### config.mk
export PLATFORM = sky130hd
export DESIGN_NAME = ram_port_arbiter
export DESIGN_NICKNAME = d
export VERILOG_FILES = /design/src/rtl/ram_port_arbiter.sv
export SDC_FILE = /design/constraint.sdc
export NUM_CORES = 1
export LEC_CHECK = 0
export BUFFER_PORTS_ARGS = -buffer_cell sky130_fd_sc_hd__buf_2
export CAP_MARGIN = 20
export CORE_ASPECT_RATIO = 0.8
export CORE_MARGIN = 1.5
export CORE_UTILIZATION = 40
export CTS_BUF_LIST = sky130_fd_sc_hd__clkbuf_8
export CTS_CLUSTER_SIZE = 20
export DETAILED_ROUTE_END_ITERATION = 12
export PLACE_DENSITY = 0.8
export SYNTH_ARGS = -nofsm -noshare
export SYNTH_HDL_FRONTEND = slang
export SYNTH_SLANG_ARGS = --single-unit
### constraint.sdc
create_clock -name clk -period 1.2 [get_ports clk]
set_input_delay 0.06 -clock clk [delete_from_list [all_inputs] [get_ports clk]]
set_output_delay 0.06 -clock clk [all_outputs]
set_load 0.02 [all_outputs]
### src/rtl/ram_port_arbiter.sv
// ram_port_arbiter: shares one 1-cycle-latency RAM port between two
// requesters. It uses round-robin arbitration, with an optional lock that
// keeps ownership across back-to-back bursts. Read data is returned to the
// requester that issued the read, together with a one-cycle rvalid pulse.
module ram_port_arbiter #(
  parameter int DATA  = 4,
  parameter int DEPTH = 16,
  parameter int ADDR  = $clog2(DEPTH)
) (
  input  logic            clk,
  input  logic            rst,
  input  logic            req_0,
  input  logic            we_0,
  input  logic            lock_0,
  input  logic [ADDR-1:0] addr_0,
  input  logic [DATA-1:0] wdata_0,
  output logic            ack_0,
  output logic            rvalid_0,
  output logic [DATA-1:0] rdata_0,
  input  logic            req_1,
  input  logic            we_1,
  input  logic            lock_1,
  input  logic [ADDR-1:0] addr_1,
  input  logic [DATA-1:0] wdata_1,
  output logic            ack_1,
  output logic            rvalid_1,
  output logic [DATA-1:0] rdata_1,
  output logic            mem_we,
  output logic [ADDR-1:0] mem_addr,
  output logic [DATA-1:0] mem_wdata,
  input  logic [DATA-1:0] mem_rdata
);

  typedef enum logic [1:0] {UNLOCKED, LOCKED_0, LOCKED_1} lock_t;

  lock_t           lock_st;
  logic            last_grant;
  logic [1:0]      rd_vld_p1;
  logic [DATA-1:0] rdata_hold_0;
  logic [DATA-1:0] rdata_hold_1;
  logic            gnt_0;
  logic            gnt_1;

  // Grant selection: a lock restricts the grant to its owner. Otherwise, a tie goes to the requester that was not served last.
  always_comb begin
    gnt_0 = 1'b0;
    gnt_1 = 1'b0;
    if (!rst) begin
      case (lock_st)
        UNLOCKED: begin
          if (req_0 && req_1) begin
            gnt_0 = last_grant;
            gnt_1 = ~last_grant;
          end else begin
            gnt_0 = req_0;
            gnt_1 = req_1;
          end
        end
        LOCKED_0: gnt_0 = req_0;
        LOCKED_1: gnt_1 = req_1;
        default: begin
          gnt_0 = 1'b0;
          gnt_1 = 1'b0;
        end
      endcase
    end
  end

  assign ack_0 = gnt_0;
  assign ack_1 = gnt_1;

  // Stage p0: drive the RAM port from the winner. An idle port is all zero.
  always_comb begin
    mem_we    = 1'b0;
    mem_addr  = '0;
    mem_wdata = '0;
    if (gnt_0) begin
      mem_we    = we_0;
      mem_addr  = addr_0;
      mem_wdata = wdata_0;
    end else if (gnt_1) begin
      mem_we    = we_1;
      mem_addr  = addr_1;
      mem_wdata = wdata_1;
    end
  end

  // Arbitration history and lock ownership, updated on each issue or when a lock owner drops its request.
  always_ff @(posedge clk or posedge rst) begin
    if (rst) begin
      last_grant <= 1'b1;
      lock_st    <= UNLOCKED;
    end else begin
      if (gnt_0)
        last_grant <= 1'b0;
      else if (gnt_1)
        last_grant <= 1'b1;
      case (lock_st)
        UNLOCKED: begin
          if (gnt_0 && lock_0)
            lock_st <= LOCKED_0;
          else if (gnt_1 && lock_1)
            lock_st <= LOCKED_1;
        end
        LOCKED_0: if (!req_0 || (gnt_0 && !lock_0)) lock_st <= UNLOCKED;
        LOCKED_1: if (!req_1 || (gnt_1 && !lock_1)) lock_st <= UNLOCKED;
        default:  lock_st <= UNLOCKED;
      endcase
    end
  end

  // Stage p1: track which requester owns the RAM's registered read data, and keep the last returned word per requester.
  always_ff @(posedge clk or posedge rst) begin
    if (rst) begin
      rd_vld_p1    <= 2'b00;
      rdata_hold_0 <= '0;
      rdata_hold_1 <= '0;
    end else begin
      rd_vld_p1 <= {gnt_1 & ~we_1, gnt_0 & ~we_0};
      if (rd_vld_p1[0])
        rdata_hold_0 <= mem_rdata;
      if (rd_vld_p1[1])
        rdata_hold_1 <= mem_rdata;
    end
  end

  assign rvalid_0 = rd_vld_p1[0];
  assign rvalid_1 = rd_vld_p1[1];
  assign rdata_0  = rd_vld_p1[0] ? mem_rdata : rdata_hold_0;
  assign rdata_1  = rd_vld_p1[1] ? mem_rdata : rdata_hold_1;

endmodule

==> summary.md, run 1 <==
| Metric | Value |
|---|---|
| Floorplan core area | 1456 µm² |
| Cell taking the most area after synthesis | dfrtp_1 |
| Cell family contributing the most delay on the critical path | flip-flops |
| Fraction of layout instances using a drive strength above 1 | 72.65% |
| Post-Place Worst Slack | -0.1818 ns |
| Final clock skew | 0.008487 ns |
| Mean number of vias per cell | 5.275 |
| Area of the mapped netlist | 648.1 µm² |
| Min setup slack post-route | -0.4613 ns |
| Worst hold slack | 0.08784 ns |
| Root Driver | clkbuf_8 |
| Buffers added on ports | 48 |
| Number of different library cells in the post-synthesis netlist | 19 |
| Area fraction of the dominant cell type after synthesis | 46.33% |
| Highest fanout seen on the critical path | 10 |
| WS Path Type | reg -> out |
| Routed WL per cell | 19.39 µm |
| Fmax | 0.6019 GHz |
| Peak supply drop | 1.144 mV |
| Crit end category | output port |
| Clock tree from TritonCTS | yes |
| Violated checks | setup timing |
| Critical path required time | 1.14 ns |
| Count of yosys warnings during synthesis | 0 |
| Routability Congestion | 0.7465 |
| Share of the cycle needed by the critical path after routing | 138.4% |
| Detailed-route wire length | 2676 µm |
| Arrival time worst endpoint | 1.60 ns |
| Stage delay of the slowest cell on the critical path | 0.57 ns |
| Max_cap viols | 0 |
| Worst-path cell with the longest stage delay | dfstp_2 |
| Chip width | 48.01 µm |
| Post-Syn Area per Cell | 13.23 µm² |
| Initial core utilization | 44.50% |
| Share of the core filled with cells in the final layout | 86.68% |
| Post-Syn Instances | 49 |
| Layout overhead on the synthesized area | 94.79% |
| Shortest period the worst path allows | 1.661 ns |
| Status | finished with violations |
| CP Cell Sequence | and3b_2, nor3_4, buf_12, a22o_1, buf_6 |
| Die height | 39.01 µm |
| Remaining number of nets flagged by the antenna check after routing | 0 |
| Leakage | 0.6477 nW |
| Number of pins exceeding their max-slew limit in the final report | 0 |
| Number of buffers on the longest clock path | 2 |
| Number of failing hold endpoints at the final stage | 0 |
| Slew at the pin closest to its max-slew limit | 0.4825 ns |
| Antenna cell count | 0 |
| Clock-pin slew on the worst setup and hold paths | 0.06 ns |
| Grt ovf | 0 |
| Detailed placement HPWL | 1366 µm |
| Number of primary I/O pins | 49 |
| Final setup violation count | 21 |
| Maximum number of pins on one net before global-route repair | 14 |
| Number of global-route vias before repair | 702 |
| Remaining routing DRC violations | 0 |
| Power consumption | 1.866 mW |
| TritonCTS Buffers | 3 |
| RSZ-0062 raised after global routing | yes |
| Insertion delay of the later-clocked pin in the worst-skew pair | 0.25 ns |
| Slew HR | 67.80% |
| CTS HTree Levels | 1 |
| All-layer global routing usage | 30.89% |
| Part of the Yosys area used for sequential elements | 50.39% |
| Flop and latch count out of synthesis | 13 |
| Class of the most critical hold timing path | in -> reg |
| Via Count | 728 |
| Site Rows | 12 |
| DR iter-0 viols | 15 |
| Crit path buffers/inverters | 2 |
| Overall die area | 1872 µm² |
| Launching element type of the critical path | register |
| Leading cell types by total area after synthesis | dfrtp_1 46%, mux2_2 14%, a22o_1 12% |
| Power Dens Cells | 1478 nW/µm² |
| Number of nets produced by synthesis | 77 |
| Final #Nets | 146 |
| Antenna violations before repair | 0 |
| Clock net sink count | 13 |
| Wire length of the first global-routing pass | 3615 µm |
| Number of detailed-routing iterations run before antenna repair | 4 |
## placed cells by master, fill, tap and decap left out, types with 2 or more instances in the layout
cell type      count
nor3_4             2
buf_6             19
dfrtp_1           10
nor2_1             2
a22o_1             9
dlygate4sd3_1      3
mux2_4             8
buf_2             30
nor4_1             2
buf_4             13
inv_1              2
dfrtp_2            2
clkbuf_8           3
## kinds of logic (layout without fill, tap and decap cells)
family / after synthesis / count (layout) / synth area share [%]
flip-flops: 13 / 13 / 50.39
AND/OR/NAND/NOR: 13 / 13 / 16.60
AO/OA/AOI/OAI: 11 / 11 / 14.48
multiplexers: 9 / 9 / 15.44
buffers and inverters: 3 / 71 / 3.087
## where the power goes
part           switching (mW)  leakage (nW)  total [mW]  internal (mW)
logic                   0.395         0.464       0.887          0.492
clock network           0.166        0.0269       0.393          0.226
registers              0.0500         0.157       0.587          0.537
## stage by stage
| step | cells | TNS (ns) | cell area, µm² |
|---|---|---|---|
| after global routing | 138 | -5.731 | 1262 |
| after floorplan | 49 | -1.318 | 648.1 |
| final | 138 | -4.885 | 1262 |
| after CTS | 134 | -4.275 | 1212 |
| after detailed placement | 122 | -1.590 | 943.4 |
| after global placement | 122 | -1.089 | 943.4 |
## registers in the layout (all words and copies together) (netlist names)
| signal | cells |
|---|---|
| last_grant | 1 |
| rd_vld_p1 | 2 |
| lock_st | 2 |
| rdata_hold_1 | 4 |
| rdata_hold_0 | 4 |
## layout make-up
class | count | area, µm²
fill | 68 | 193.9
inverter | 1 | 3.754
timing repair buffer | 66 | 511.7
tap | 21 | 26.28
multi-input combinational | 33 | 346.6
clock buffer | 3 | 41.29
sequential | 13 | 329.1
clock inverter | 1 | 3.754
## worst reg2reg max path, stage by stage, from the launching register on
cell	delay [ns]
dfstp_2	0.57
nor3b_4	0.06
buf_4	0.14
buf_4	0.13
nor4_1	0.27
## layer usage
metal	vias up	GRT usage (%)	routed length [µm]
met5	-	0	0
met4	0	12.84	32
met3	4	7.944	102
met2	25	50.00	1521
met1	376	38.40	1021
li1	323	-	-
## repair_timing
item,CTS,global route
hold endpoints to repair,13,1
hold buffers,2,1
resized for setup,49,4
pin swaps,3,3
setup endpoints to repair,19,21
buffers inserted,5,6
gates cloned,1,0
## final timing paths
kind / start / end / slack (ns) / cells past startpoint
min in group asynchronous: rst / rdata_hold_0[2] / 0.53 / 3
worst min register to register: rdata_hold_1[2] / rdata_hold_1[2] / 0.51 / 1
worst max-delay path: last_grant / mem_addr[0] / -0.46 / 5
max in group asynchronous: rst / rd_vld_p1[0] / 0.30 / 3
worst max register to register: last_grant / rd_vld_p1[0] / -0.10 / 4
worst min-delay path: mem_rdata[2] / rdata_hold_1[2] / 0.09 / 2
## cells in the mapped netlist
library cell / n
a21oi_1: 1
a22o_1: 9
and3b_1: 1
buf_2: 1
buf_6: 1
dfrtp_1: 12
dfstp_2: 1
inv_1: 1
mux2_2: 8
mux2i_1: 1
nand2b_1: 1
nand2b_4: 1
nor2_1: 3
nor3_1: 2
nor3_2: 1
nor3_4: 1
nor3b_4: 1
nor4_1: 2
o21ba_2: 1
(Power assumes the default switching activity.)
==> run 2: changes to the inputs <==
--- a/config.mk
+++ b/config.mk
@@ -14,6 +14,7 @@
 export CTS_CLUSTER_SIZE = 20
 export DETAILED_ROUTE_END_ITERATION = 12
 export PLACE_DENSITY = 0.8
+export RECOVER_POWER = 25
 export SYNTH_ARGS = -nofsm -noshare
 export SYNTH_HDL_FRONTEND = slang
 export SYNTH_SLANG_ARGS = --single-unit
==> run 2 against run 1 <==
Compared with the run above: the flow still finishes with violations (setup timing); final cell count unchanged; sequential cell count did not move; critical path depth is the same; via count down 0.14%; fmax hardly changed; utilization fell by 0.34 points; first-iteration DRC count is the same; sequential power hardly changed; global-route usage is the same; total power fell by 0.51%; clock power hardly changed; non-clock buffer count stayed put; largest cell class unchanged; largest power group unchanged; highest routed layer unchanged.
==> summary.md, run 2 (same netlist as run 1, synthesis figures left out) <==
| Metric | Value |
|---|---|
| All-layer global routing usage | 30.89% |
| Highest fanout seen on the critical path | 10 |
| Violated checks | setup timing |
| Site Rows | 12 |
| Root Driver | clkbuf_8 |
| Via Count | 727 |
| Top flop regs | rdata_hold_0 (4), rdata_hold_1 (4) |
| Buffers added on ports | 48 |
| Remaining number of nets flagged by the antenna check after routing | 0 |
| Global route hottest layer | met2 |
| Inst Count DP | 122 |
| Antenna violations before repair | 0 |
| Chip width | 48.01 µm |
| Shortest period the worst path allows | 1.662 ns |
| Antenna cell count | 0 |
| CTS HTree Levels | 1 |
| Insertion delay of the later-clocked pin in the worst-skew pair | 0.25 ns |
| Power consumption | 1.857 mW |
| Clock tree from TritonCTS | yes |
| Routability Congestion | 0.7465 |
| Status | finished with violations |
| Met1 Usage GRT | 38.40% |
| RSZ-0062 raised after global routing | yes |
| Number of primary I/O pins | 49 |
| Leakage | 0.6464 nW |
| Arrival time worst endpoint | 1.60 ns |
| Critical path required time | 1.14 ns |
| Number of pins exceeding their max-slew limit in the final report | 0 |
| Peak supply drop | 1.141 mV |
| Cell family contributing the most delay on the critical path | flip-flops |
| Share of the core filled with cells in the final layout | 86.34% |
| CP Cell Sequence | and3b_2, nor3_4, buf_12, a22o_1, buf_6 |
| Post-Place Worst Slack | -0.1818 ns |
| Most common cell after layout, fill and taps aside | buf_2 |
| Maximum number of pins on one net before global-route repair | 14 |
| Min setup slack post-route | -0.4617 ns |
| Clock-pin slew on the worst setup and hold paths | 0.06 ns |
| WS Path Type | reg -> out |
| Non-Filler Instances | 138 |
| Final clock skew | 0.008658 ns |
| Class of the most critical hold timing path | in -> reg |
| Slew at the pin closest to its max-slew limit | 0.4920 ns |
| Stage delay of the slowest cell on the critical path | 0.57 ns |
| Overall die area | 1872 µm² |
| GR met2 Demand/Resource | 50.00% |
| Instance area after placement | 943.4 µm² |
| Post-route standard cell area excluding fillers | 1257 µm² |
| Clock net sink count | 13 |
| Detailed-route wire length | 2675 µm |
| Number of failing hold endpoints at the final stage | 0 |
| Post-route setup TNS | -5.071 ns |
| Slew HR | 67.16% |
| Remaining routing DRC violations | 0 |
| Detailed placement HPWL | 1366 µm |
| Wire length of the first global-routing pass | 3615 µm |
| DR iter-0 viols | 15 |
| Routed WL per cell | 19.38 µm |
| Final #Nets | 146 |
| Area used by multi-input combinational logic | 342.8 µm² |
| Fraction of layout instances using a drive strength above 1 | 70.94% |
| TritonCTS Buffers | 3 |
| Launching element type of the critical path | register |
| Layout overhead on the synthesized area | 94.02% |
| Number of buffers on the longest clock path | 2 |
| Grt ovf | 0 |
| Crit end category | output port |
| Initial core utilization | 44.50% |
| Floorplan core area | 1456 µm² |
| Share of the cycle needed by the critical path after routing | 138.5% |
| Fmax | 0.6018 GHz |
| Commonest non-fill, non-tap cells in the layout | 30 x buf_2, 19 x buf_6, 13 x buf_4, 11 x dfrtp_1, 9 x a22o_1 |
| Fill count | 71 |
| Power Dens Cells | 1476 nW/µm² |
| Worst-path cell with the longest stage delay | dfstp_2 |
| Fraction of met3 tracks used by global routing | 7.944% |
| Worst hold slack | 0.08742 ns |
| Die height | 39.01 µm |
| Mean number of vias per cell | 5.268 |
| Number of detailed-routing iterations run before antenna repair | 4 |
| Number of global-route vias before repair | 702 |
| Crit path buffers/inverters | 2 |
| Sequential standard cell area | 327.8 µm² |
| Max_cap viols | 0 |
| Final setup violation count | 21 |
-- run 2: cell type report --
type,count,share of cell area [%]
sequential,13,26.07
clock buffer,3,3.284
tap,21,2.090
inverter,1,0.2985
multi-input combinational,33,27.26
timing repair buffer,66,40.70
clock inverter,1,0.2985
-- run 2: what timing repair did --
item | 4_1_cts | 5_1_grt
resized for setup | 49 | 4
endpoints found under the setup margin | 19 | 21
hold buffers | 2 | 1
pin swaps | 3 | 3
cloned | 1 | 0
hold endpoints to repair | 13 | 1
setup buffers | 5 | 6
-- run 2: worst paths after layout --
| kind | startpoint | depth (start not counted) | end | slack, ns |
|---|---|---|---|---|
| setup reg to reg | last_grant | 4 | rd_vld_p1[0] | -0.09 |
| hold reg to reg | rdata_hold_1[2] | 1 | rdata_hold_1[2] | 0.51 |
| min in group asynchronous | rst | 3 | rdata_hold_0[2] | 0.54 |
| max in group asynchronous | rst | 3 | rd_vld_p1[1] | 0.30 |
| hold / removal | mem_rdata[2] | 2 | rdata_hold_1[2] | 0.09 |
| setup / recovery | last_grant | 5 | mem_addr[0] | -0.46 |
-- run 2: power breakdown --
| group | internal [mW] | leakage, nW | switching (mW) |
|---|---|---|---|
| Sequential | 0.536 | 0.158 | 0.0495 |
| Clock | 0.226 | 0.0269 | 0.167 |
| Combinational | 0.484 | 0.461 | 0.394 |
-- run 2: routing by layer --
metal / wire length (µm) / vias to the layer above
met5: 0 / -
met4: 32 / 0
met3: 94 / 4
met2: 1524 / 23
met1: 1023 / 377
li1: - / 323
==> run 3: changes to the inputs <==
--- a/config.mk
+++ b/config.mk
@@ -5,15 +5,16 @@
 export SDC_FILE = /design/constraint.sdc
 export NUM_CORES = 1
 export LEC_CHECK = 0
+export ABC_AREA = 1
 export BUFFER_PORTS_ARGS = -buffer_cell sky130_fd_sc_hd__buf_2
 export CAP_MARGIN = 20
 export CORE_ASPECT_RATIO = 0.8
 export CORE_MARGIN = 1.5
-export CORE_UTILIZATION = 40
+export CORE_UTILIZATION = 42
 export CTS_BUF_LIST = sky130_fd_sc_hd__clkbuf_8
 export CTS_CLUSTER_SIZE = 20
 export DETAILED_ROUTE_END_ITERATION = 12
-export PLACE_DENSITY = 0.8
+export PLACE_DENSITY = 0.81
 export RECOVER_POWER = 25
 export SYNTH_ARGS = -nofsm -noshare
 export SYNTH_HDL_FRONTEND = slang
==> run 3 against run 2 <==
Compared with the run above: the run still ends with setup timing left; first-iteration DRC count grew 6.7%; area after synthesis grew 11%; worst hold slack gained 0.013 ns; sequential cell count is the same; non-clock buffer count is the same; largest power group unchanged.
==> summary.md, run 3 <==
| Metric | Value |
|---|---|
| Fill count | 103 |
| Flop and latch count out of synthesis | 13 |
| Grt ovf | 0 |
| Combinational fraction of design power | 49.5% |
| Detailed-route wire length | 2217 µm |
| Detailed placement HPWL | 1366 µm |
| Highest fanout seen on the critical path | 5 |
| Sequential standard cell area | 329.1 µm² |
| Leading cell types by count after synthesis | 26 x nand2_1, 12 x dfrtp_1, 8 x mux2_2 |
| Number of buffers on the longest clock path | 2 |
| Shortest period the worst path allows | 1.507 ns |
| Status | finished with violations |
| Logic depth of the worst register-to-register path | 7 |
| Fmax | 0.6636 GHz |
| Internal portion of total power | 1.274 mW |
| Post-Syn Instances | 80 |
| Part of the Yosys area used for sequential elements | 45.47% |
| Crit end category | output port |
| Worst reg2reg setup slack | -0.15 ns |
| Routability Congestion | 0.8180 |
| Clock-pin slew on the worst setup and hold paths | 0.05 ns |
| Area fraction of the dominant cell type after synthesis | 41.81% |
| CP Cell Sequence | inv_2, o21ai_4, inv_2, nand2_1, nand2_1, buf_6 |
| Insertion delay of the later-clocked pin in the worst-skew pair | 0.24 ns |
| Final clock skew | 0.0006767 ns |
| Slew at the pin closest to its max-slew limit | 0.2970 ns |
| Launching element type of the critical path | register |
| Reg-to-reg critical path endpoint | lock_st[1] |
| Slew HR | 80.20% |
| Leakage | 0.7324 nW |
| Number of different library cells in the post-synthesis netlist | 18 |
| RSZ-0062 raised after global routing | yes |
| Min setup slack post-route | -0.3070 ns |
| Clock tree from TritonCTS | yes |
| Number of global-route vias before repair | 742 |
| Area used by multi-input combinational logic | 395.4 µm² |
| Leading cell types by total area after synthesis | dfrtp_1 42%, nand2_1 14%, mux2_2 13% |
| Post-route standard cell area excluding fillers | 1343 µm² |
| Number of nets produced by synthesis | 108 |
| Count of cells along the worst hold path | 2 |
| Chip width | 49.23 µm |
| Launch instance of the worst min-delay path | lock_0 |
| Area of the mapped netlist | 718.2 µm² |
| Antenna cell count | 0 |
| All-layer global routing usage | 21.59% |
| Violated checks | setup timing |
| Most frequent cell after synthesis | nand2_1 |
| WS Path Type | reg -> out |
| Critical path required time | 1.14 ns |
| Most common cell after layout, fill and taps aside | buf_2 |
| EDFF count, synth | 0 |
| Portion of total power attributed to sequential cells | 30.9% |
| Top FF cell, synth | dfrtp_1 |
| Arrival time worst endpoint | 1.45 ns |
| Share of the cycle needed by the critical path after routing | 125.6% |
| Final #Nets | 180 |
| Worst r2r src | last_grant |
| Routed WL per cell | 12.82 µm |
| Non-Filler Instances | 173 |
| Power Dens Cells | 1419 nW/µm² |
| FFs w/ async S/R, synth | 100.0% |
| Switching fraction of total power | 33.10% |
| Worst hold path endpoint | lock_st[0] |
| Top flop regs | rdata_hold_0 (4), rdata_hold_1 (4) |
| Wire length of the first global-routing pass | 3070 µm |
| Number of primary I/O pins | 49 |
| Via Count | 821 |
| Inst Count DP | 152 |
| Worst hold slack | 0.09998 ns |
| Worst-path cell with the longest stage delay | dfstp_2 |
| Post-Place Worst Slack | -0.02068 ns |
| Fraction of layout instances using a drive strength above 1 | 65.56% |
| Root Driver | clkbuf_8 |
| Layout overhead on the synthesized area | 86.93% |
| Site Rows | 13 |
| Max_cap viols | 0 |
| Commonest non-fill, non-tap cells in the layout | 29 x buf_2, 21 x nand2_1, 17 x buf_6, 15 x buf_4, 10 x dfrtp_1 |
| Number of detailed-routing iterations run before antenna repair | 4 |
| Stage delay of the slowest cell on the critical path | 0.54 ns |
| Final setup violation count | 20 |
| Clock power share | 19.6% |
| Remaining routing DRC violations | 0 |
| Number of pins exceeding their max-slew limit in the final report | 0 |
| Cell taking the most area after synthesis | dfrtp_1 |
| Post-route setup TNS | -2.973 ns |
| Number of failing hold endpoints at the final stage | 0 |
| Count of yosys warnings during synthesis | 0 |
| Post-Syn Area per Cell | 8.977 µm² |
| Floorplan core area | 1610 µm² |
| Antenna violations before repair | 0 |
| DR iter-0 viols | 16 |
| TritonCTS Buffers | 3 |
| Initial core utilization | 44.60% |
| Class of the most critical hold timing path | in -> reg |
| Mean number of vias per cell | 4.746 |
| Maximum number of pins on one net before global-route repair | 13 |
| Switching power summed over all nets | 630.6 µW |
| CTS HTree Levels | 1 |
| Instance area after placement | 1001 µm² |
| Remaining number of nets flagged by the antenna check after routing | 0 |
| Overall die area | 1968 µm² |
| Clock net sink count | 13 |
| Buffers added on ports | 48 |
| Peak supply drop | 1.003 mV |
| Die height | 39.99 µm |
-- run 3: final cells by class --
type	count	area share, %
clock buffer	3	3.075
clock inverter	1	0.2796
inverter	11	4.007
multi-input combinational	56	29.45
sequential	13	24.51
tap	22	2.050
timing repair buffer	66	36.35
timing repair inverter	1	0.2796
-- run 3: layer usage --
metal / global-route usage, % / wire length, µm
met5: 0 / 0
met1: 22.45 / 863
met3: 4.104 / 143
met4: 10.00 / 27
met2: 44.26 / 1181
-- run 3: kinds of logic after synthesis --
kind of cell           synth area share [%]
AO/OA/AOI/OAI                         7.841
AND/OR/NAND/NOR                       27.35
flip-flops                            45.47
multiplexers                          12.54
buffers and inverters                 6.795
-- run 3: worst max-delay path by stage --
stage	start	to	slack, ns	depth (start not counted)
floorplan	last_grant	mem_addr[0]	0.04	6
CTS	last_grant	mem_wdata[2]	-0.24	6
global route	last_grant	mem_wdata[1]	-0.35	6
finish	last_grant	mem_wdata[1]	-0.31	6
detailed placement	last_grant	mem_wdata[3]	-0.02	7
global placement	last_grant	mem_addr[3]	0.02	7
-- run 3: critical path: cells and delay by family, from the launching register on --
family,cells,cell delay (ns)
simple gates,2,0.14
flops,1,0.54
buf+inv,3,0.29
compound gates,1,0.24
-- run 3: what timing repair did --
item | CTS | global route
gates cloned | 1 | 0
setup buffers | 7 | 6
hold buffers | 3 | 0
endpoints found under the setup margin | 19 | 20
pin swaps | 3 | 3
gates resized for setup | 51 | 3
hold endpoints to repair | 14 | 0
-- run 3: stage by stage --
step	utilization [%]	power (mW)
detailed placement	62.16	1.174
global placement	62.16	1.147
finish	83.37	1.905
CTS	80.19	1.848
global route	83.37	2.000
floorplan	-	0.9598
-- run 3: power groups by stage --
| stage | combinational (mW) | sequential [mW] | clock (mW) |
|---|---|---|---|
| floorplan | 0.383 | 0.577 | 0 |
| global placement | 0.571 | 0.577 | 0 |
| detailed placement | 0.587 | 0.587 | 0 |
| CTS | 0.884 | 0.586 | 0.377 |
| global route | 0.997 | 0.601 | 0.402 |
| finish | 0.942 | 0.589 | 0.373 |
